`src/rtl/emu_reset_sequencer_pkg.sv`:
```
// Shared types and constants for the ordered per-stage reset sequencer.
// Holds the FSM state enum, the stage-index width and a small parameter helper.
package emu_reset_seq_pkg;

  localparam int IDX_W = 4;

  typedef enum logic [2:0] {
    IDLE,
    ASSERT,
    RELEASE,
    WAIT_ACK,
    GAP,
    DONE
  } state_e;

  // Zero-length phases still occupy one cycle.
  function automatic int unsigned at_least_one(input int unsigned v);
    return (v == 0) ? 1 : v;
  endfunction

endpackage

```
`src/rtl/emu_reset_sequencer_if.sv`:
```
// Bus between a reset requester / the emulated stages and the reset sequencer.
// Groups the soft-request handshake, per-stage reset/ack lines and status.
interface emu_reset_sequencer_if #(
  parameter int unsigned NUM_STAGES = 4
);
  import emu_reset_seq_pkg::*;

  // req_valid/req_ready: a request transfers on a cycle where both are high.
  // The requester keeps req_valid high until that cycle; the sequencer raises
  // req_ready only while idle and never depends on req_valid to do so.
  logic                  req_valid;
  logic                  req_ready;
  logic [NUM_STAGES-1:0] stage_ack;
  logic [NUM_STAGES-1:0] stage_rst;
  logic                  busy;
  logic                  done;
  logic                  err;
  logic [IDX_W-1:0]      err_stage;

  modport master (
    output req_valid, stage_ack,
    input  req_ready, stage_rst, busy, done, err, err_stage
  );

  modport slave (
    input  req_valid, stage_ack,
    output req_ready, stage_rst, busy, done, err, err_stage
  );

endinterface

```
`src/rtl/emu_reset_sequencer.sv`:
```
// Ordered reset sequencer: holds all stages in reset, then releases them one by
// one, waiting (with an optional timeout) for each stage's ack before the next.
module emu_reset_sequencer
  import emu_reset_seq_pkg::*;
#(
  parameter int unsigned NUM_STAGES     = 4,
  parameter int unsigned ASSERT_CYCLES  = 16,
  parameter int unsigned STAGE_GAP      = 4,
  parameter int unsigned TIMEOUT_CYCLES = 256,
  parameter int unsigned CNT_WIDTH      = 16
) (
  input  logic                  clock,
  input  logic                  reset,
  emu_reset_sequencer_if.slave  bus,
  output state_e                state_dbg
);

  localparam logic [CNT_WIDTH-1:0] ASSERT_LAST  = CNT_WIDTH'(at_least_one(ASSERT_CYCLES) - 1);
  localparam logic [CNT_WIDTH-1:0] GAP_LAST     = CNT_WIDTH'(at_least_one(STAGE_GAP) - 1);
  localparam logic [CNT_WIDTH-1:0] TIMEOUT_LAST = CNT_WIDTH'(at_least_one(TIMEOUT_CYCLES) - 1);
  localparam logic [IDX_W-1:0]     LAST_IDX     = IDX_W'(NUM_STAGES - 1);
  localparam bit                   TIMEOUT_ON   = (TIMEOUT_CYCLES != 0);

  state_e                state_q, state_d;
  logic [CNT_WIDTH-1:0]  cnt_q, cnt_d;
  logic [IDX_W-1:0]      idx_q, idx_d;
  logic [NUM_STAGES-1:0] stage_rst_q, stage_rst_d;
  logic                  err_q, err_d;
  logic [IDX_W-1:0]      err_stage_q, err_stage_d;
  logic                  ack_sel;

  always_comb begin
    ack_sel = 1'b0;
    for (int i = 0; i < NUM_STAGES; i++) begin
      if (idx_q == IDX_W'(i)) ack_sel = bus.stage_ack[i];
    end
  end

  always_comb begin
    state_d     = state_q;
    cnt_d       = cnt_q;
    idx_d       = idx_q;
    stage_rst_d = stage_rst_q;
    err_d       = err_q;
    err_stage_d = err_stage_q;

    unique case (state_q)
      IDLE: begin
        if (bus.req_valid) begin
          state_d     = ASSERT;
          cnt_d       = '0;
          err_d       = 1'b0;
          stage_rst_d = '1;
        end
      end

      ASSERT: begin
        stage_rst_d = '1;
        cnt_d       = cnt_q + CNT_WIDTH'(1);
        if (cnt_q == ASSERT_LAST) begin
          state_d = RELEASE;
          idx_d   = '0;
          cnt_d   = '0;
        end
      end

      RELEASE: begin
        for (int i = 0; i < NUM_STAGES; i++) begin
          if (idx_q == IDX_W'(i)) stage_rst_d[i] = 1'b0;
        end
        state_d = WAIT_ACK;
        cnt_d   = '0;
      end

      WAIT_ACK: begin
        // Counter frozen when the timeout is disabled so it cannot wrap.
        if (TIMEOUT_ON) cnt_d = cnt_q + CNT_WIDTH'(1);
        if (ack_sel) begin
          state_d = GAP;
          cnt_d   = '0;
        end else if (TIMEOUT_ON && (cnt_q == TIMEOUT_LAST)) begin
          if (!err_q) err_stage_d = idx_q;
          err_d   = 1'b1;
          state_d = GAP;
          cnt_d   = '0;
        end
      end

      GAP: begin
        cnt_d = cnt_q + CNT_WIDTH'(1);
        if (cnt_q == GAP_LAST) begin
          cnt_d = '0;
          if (idx_q == LAST_IDX) begin
            state_d = DONE;
          end else begin
            idx_d   = idx_q + IDX_W'(1);
            state_d = RELEASE;
          end
        end
      end

      DONE: begin
        state_d = IDLE;
        cnt_d   = '0;
      end

      default: begin
        state_d = IDLE;
        cnt_d   = '0;
      end
    endcase
  end

  always_ff @(posedge clock) begin
    if (reset) begin
      state_q     <= ASSERT;
      cnt_q       <= '0;
      idx_q       <= '0;
      stage_rst_q <= '1;
      err_q       <= 1'b0;
      err_stage_q <= '0;
    end else begin
      state_q     <= state_d;
      cnt_q       <= cnt_d;
      idx_q       <= idx_d;
      stage_rst_q <= stage_rst_d;
      err_q       <= err_d;
      err_stage_q <= err_stage_d;
    end
  end

  assign bus.stage_rst = stage_rst_q;
  assign bus.req_ready = (state_q == IDLE);
  assign bus.busy      = (state_q != IDLE);
  assign bus.done      = (state_q == DONE);
  assign bus.err       = err_q;
  assign bus.err_stage = err_stage_q;
  assign state_dbg     = state_q;

endmodule
```
`src/flat_wrapper.sv`:
```
// flat-port wrapper written by rule: the top's interface ports become plain ports
module emu_reset_sequencer_flat import emu_reset_seq_pkg::*;
#(
  parameter int unsigned NUM_STAGES     = 4,
  parameter int unsigned ASSERT_CYCLES  = 16,
  parameter int unsigned STAGE_GAP      = 4,
  parameter int unsigned TIMEOUT_CYCLES = 256,
  parameter int unsigned CNT_WIDTH      = 16
)
  (clock, reset, state_dbg, bus_req_valid, bus_stage_ack, bus_req_ready, bus_stage_rst, bus_busy, bus_done, bus_err, bus_err_stage);
  emu_reset_sequencer_if #(.NUM_STAGES(NUM_STAGES)) bus_i ();
  input  logic clock;
  input  logic reset;
  output state_e state_dbg;
  input wire logic [$bits(bus_i.req_valid)-1:0] bus_req_valid;
  input wire logic [$bits(bus_i.stage_ack)-1:0] bus_stage_ack;
  output wire logic [$bits(bus_i.req_ready)-1:0] bus_req_ready;
  output wire logic [$bits(bus_i.stage_rst)-1:0] bus_stage_rst;
  output wire logic [$bits(bus_i.busy)-1:0] bus_busy;
  output wire logic [$bits(bus_i.done)-1:0] bus_done;
  output wire logic [$bits(bus_i.err)-1:0] bus_err;
  output wire logic [$bits(bus_i.err_stage)-1:0] bus_err_stage;
  assign bus_i.req_valid = bus_req_valid;
  assign bus_i.stage_ack = bus_stage_ack;
  assign bus_req_ready = bus_i.req_ready;
  assign bus_stage_rst = bus_i.stage_rst;
  assign bus_busy = bus_i.busy;
  assign bus_done = bus_i.done;
  assign bus_err = bus_i.err;
  assign bus_err_stage = bus_i.err_stage;
  emu_reset_sequencer #(.NUM_STAGES(NUM_STAGES), .ASSERT_CYCLES(ASSERT_CYCLES), .STAGE_GAP(STAGE_GAP), .TIMEOUT_CYCLES(TIMEOUT_CYCLES), .CNT_WIDTH(CNT_WIDTH)) u_core (.clock(clock), .reset(reset), .bus(bus_i), .state_dbg(state_dbg));
endmodule
```
`config.mk`:
```
export PLATFORM = sky130hd
export DESIGN_NAME = emu_reset_sequencer_flat
export DESIGN_NICKNAME = d
export VERILOG_FILES = /design/src/rtl/emu_reset_sequencer_pkg.sv /design/src/rtl/emu_reset_sequencer_if.sv /design/src/rtl/emu_reset_sequencer.sv /design/src/flat_wrapper.sv
export SDC_FILE = /design/constraint.sdc
export NUM_CORES = 1
export LEC_CHECK = 0
export BUFFER_PORTS_ARGS = -buffer_cell sky130_fd_sc_hd__buf_2
export CORE_ASPECT_RATIO = 0.5
export CORE_MARGIN = 1
export CORE_UTILIZATION = 30
export CTS_CLUSTER_DIAMETER = 60
export DETAILED_ROUTE_END_ITERATION = 6
export GPL_TIMING_DRIVEN = 0
export REMOVE_ABC_BUFFERS = 1
export SYNTH_ARGS = -nofsm -noshare
export SYNTH_HDL_FRONTEND = slang
export SYNTH_SLANG_ARGS = --single-unit
```
`constraint.sdc`:
```
create_clock -name clock -period 2.6 [get_ports clock]
set_clock_uncertainty 0.15 [all_clocks]
set_input_delay 0.13 -clock clock [delete_from_list [all_inputs] [get_ports clock]]
set_output_delay 0.13 -clock clock [all_outputs]
set_load 0.01 [all_outputs]
```
==> impl_results.md <==
* Status: finished, final reports clean
* Worst-Skew Late Latency at 0.28 ns
* # IOs at 22
* First-pass GRT wire length at 7600 microns
* Synth Cell Area at roughly 1800 sq um
* Die Width at 111 microns
* Reg clk slew, reported paths at 0.06 ns
* Remaining antenna violation count at 0
* Achievable clock frequency at between 400 and 500 MHz
* Largest family of logic cells by synthesized area: simple AND/OR/NAND/NOR gates
* # rows at 19
* Slew of the pin with the lowest slew margin at 0.719 ns
* Post-synth top cells: dfxtp_1 (32), nand2_1 (23), nor2_1 (23)
* Antenna cell count at 0
* Die H at between 50 and 60 microns
* Most Crowded Layer GR: met2
* Routed length per instance at approximately 14 microns
* Crit path capture type: register
* Synth cell types at 47
* Crit path buffers/inverters at 0
* CTS tree: done
* Unrepaired setup endpoints after global routing: no
* Critical path type: register to register
* Largest net degree at the start of global routing at 23
* Fill count at 574
* Seq/Total Area, Yosys at 0.362
* Maxcap violations at 0
* Post-synth EDFFs at 0
* Total grt overflow at 0
* Top FF cell, synth: dfxtp_1
* Synth Area in Compound Gates at 0.221
* Largest stage delay on the critical path at about 0.5 ns
* Adder-Cell Fraction of Synth Area at 0.0354
* Root buf cell: clkbuf_16
* Synth area leaders: dfxtp_1 (36%), nand2_1 (4.9%), nor2_1 (4.9%)
* Most frequent cell after synthesis: dfxtp_1
* Pleak at 0.000837 uW
* Top delay family on crit path: compound AO/OA/AOI/OAI gates
* Fin cells at 309
* Critical path required time at 2.58 ns
* Via count at 1,668
* Max IR drop VDD at ~0.37 mV
* Crit path max-delay cell type: o41a_1
* Area grow syn2layout at 23.4%
* Total GRT Usage at 0.153
* Initial core utilization at 0.317
* CTS Sinks at 32
* Max Root-Sink Buffers at 2
* WL final at 4420 microns
* Core box area at 5590 sq um
* Min Clock Period, post-route at 2.48 ns
* CTS Buf Count at 5
* First-pass DRT Iterations at 4
* Die ar. at 6230 sq um
* Initial antenna violation count at 0
* Met2 Usage GRT at 0.249
* Cell count after synthesis at 210
* Slew Viols, Final at 0
* Vias in the first global route at approximately 1,600
* Max-slew headroom at 0.516
* Dpl hpwl at between 3000 and 4000 microns
* Number of remaining DRC errors at 0
* Area of the multi-input gates at approximately 1100 sq um
* Tcrit/Tclk final at 0.954
* Synth Area in Simple Gates at 0.276
* Mux share of post-synthesis cell area at 0.0339
* FF+latch count, synth at 32
* Power Dens Cells at 836 nW/um^2
* Yosys Warn Count at 0
* Setup violators final at 0
* Worst hold slack at 0.0932 ns
* Max FO, Critical Path at 7
* Async S/R FF share, synth at 0
* Data arrival time of the critical path at around 2.5 ns
* Crit start category: register
* Worst Hold Class: input port to register
* Largest area contributor in the netlist: dfxtp_1
* H-Tree Depth at 2
* Nets at 247
* Placed insts at 296
* Fraction of layout cells with a size suffix above 1 at 0.225
* Seq. cell area at 643 sq um
* Global Route met3 Usage at 0.0410
* IO buf count at 21
* Xor/xnor share of the synthesized area at 0.0198
* Met1 usage at 0.196
* Synthesized area per cell at about 8.4 sq um
* Critical Path, Cell by Cell: nor4_4, nand2_2, o41a_1, a221o_1, nor3_1, o21ai_0
* Synth top area share at 0.362
* Global placer's final weighted congestion at 0.816
* Initial DRC Count at 124
* Final hold violation count at 0
* Vias per std cell at 5.40
* Fin Setup TNS at 0 ns
* Hold_buf cts at 0
==> logic make-up (layout without fill, tap and decap cells) <==
logic type / count (synthesis) / count (layout)
adders and majority gates: 5 / 5
and+or+nand+nor: 91 / 91
muxes: 6 / 6
xor gates and xnor gates: 4 / 4
DFF: 32 / 32
AOI/OAI and AO/OA: 53 / 54
buffers and inverters: 19 / 44
==> metal layers <==
metal	vias to the layer above	wire length (microns)
met5	-	0
met4	0	34
met3	5	234
met2	42	2040
met1	790	2120
li1	831	-
==> report_power, final <==
| group | total (uW) | internal, uW | switching [uW] | leakage, uW |
|---|---|---|---|---|
| combinational | 591 | 250 | 341 | 0.000497 |
| clock | 657 | 450 | 207 | 0.0000808 |
| sequential | 577 | 525 | 51.9 | 0.000260 |
==> path summary, 6_finish.rpt <==
path | endpoint | depth (start not counted) | slack [ns] | from
max reg2reg | u_core.state_dbg[0] | 6 | 0.12 | u_core.cnt_q[8]
min reg2reg | u_core.bus.stage_rst[2] | 1 | 0.30 | u_core.bus.stage_rst[2]
min | u_core.bus.err | 4 | 0.09 | bus_req_valid
max | u_core.state_dbg[0] | 6 | 0.12 | u_core.cnt_q[8]
==> registers in the layout, indices dropped and copies added, names as in the netlist <==
signal,flops
u_core.cnt_q,16
u_core.bus.err_stage,4
u_core.idx_q,4
u_core.bus.stage_rst,4
u_core.bus.err,1
u_core.state_dbg,3
==> per-stage QoR <==
stage	instance area (sq um)	worst slack [ns]	util	total power, uW
after floorplan	1720	0.140	-	904
after global placement	1910	-0.464	0.343	1030
after detailed placement	1910	-0.432	0.343	1040
after CTS	2140	0.00446	0.383	1810
after global routing	2180	0.0132	0.391	1930
final	2180	0.120	0.391	1820
==> layout by cell type (no fill, tap or decap), drive strengths merged, types with 2 or more instances in the layout <==
master / netlist / routed
nand4: 3 / 3
o2bb2ai: 5 / 5
mux2i: 6 / 6
a21oi: 6 / 6
a21o: 4 / 4
xnor2: 2 / 2
a221oi: 2 / 2
o31ai: 4 / 4
clkbuf: 3 / 6
a22oi: 2 / 2
inv: 11 / 11
nor2: 23 / 23
a31oi: 9 / 9
ha: 5 / 5
nand3: 13 / 13
a221o: 1 / 2
and3: 3 / 3
nor3: 6 / 6
a22o: 2 / 2
o21ai: 10 / 10
xor2: 2 / 2
nand2b: 3 / 3
nor4: 5 / 5
or4: 2 / 2
buf: 5 / 25
or3: 4 / 4
dfxtp: 32 / 32
nand2: 24 / 24
nor3b: 3 / 3
a41oi: 2 / 2
==> worst min-delay path, cell delays in order <==
cell and delay, ns:
buf_2 0.11, nand2_1 0.09, a22oi_1 0.07, nor2_1 0.08
==> cell type report <==
| class | instances | share of cell area |
|---|---|---|
| flip-flops and latches | 32 | 0.295 |
| well taps | 73 | 0.0418 |
| clock buffers | 6 | 0.0590 |
| multi-input cells | 160 | 0.506 |
| clock inverters | 2 | 0.0160 |
| inverters | 11 | 0.0189 |
| repair buffers | 25 | 0.0636 |
==> timing repair <==
| item | CTS | global route |
|---|---|---|
| gates cloned | 1 | 0 |
| setup endpoints to repair | 23 | 23 |
| resized for setup | 6 | 10 |
| pin swaps | 3 | 3 |
| setup buffers | 4 | 0 |
No activity file was read; power rests on OpenSTA's default activity.
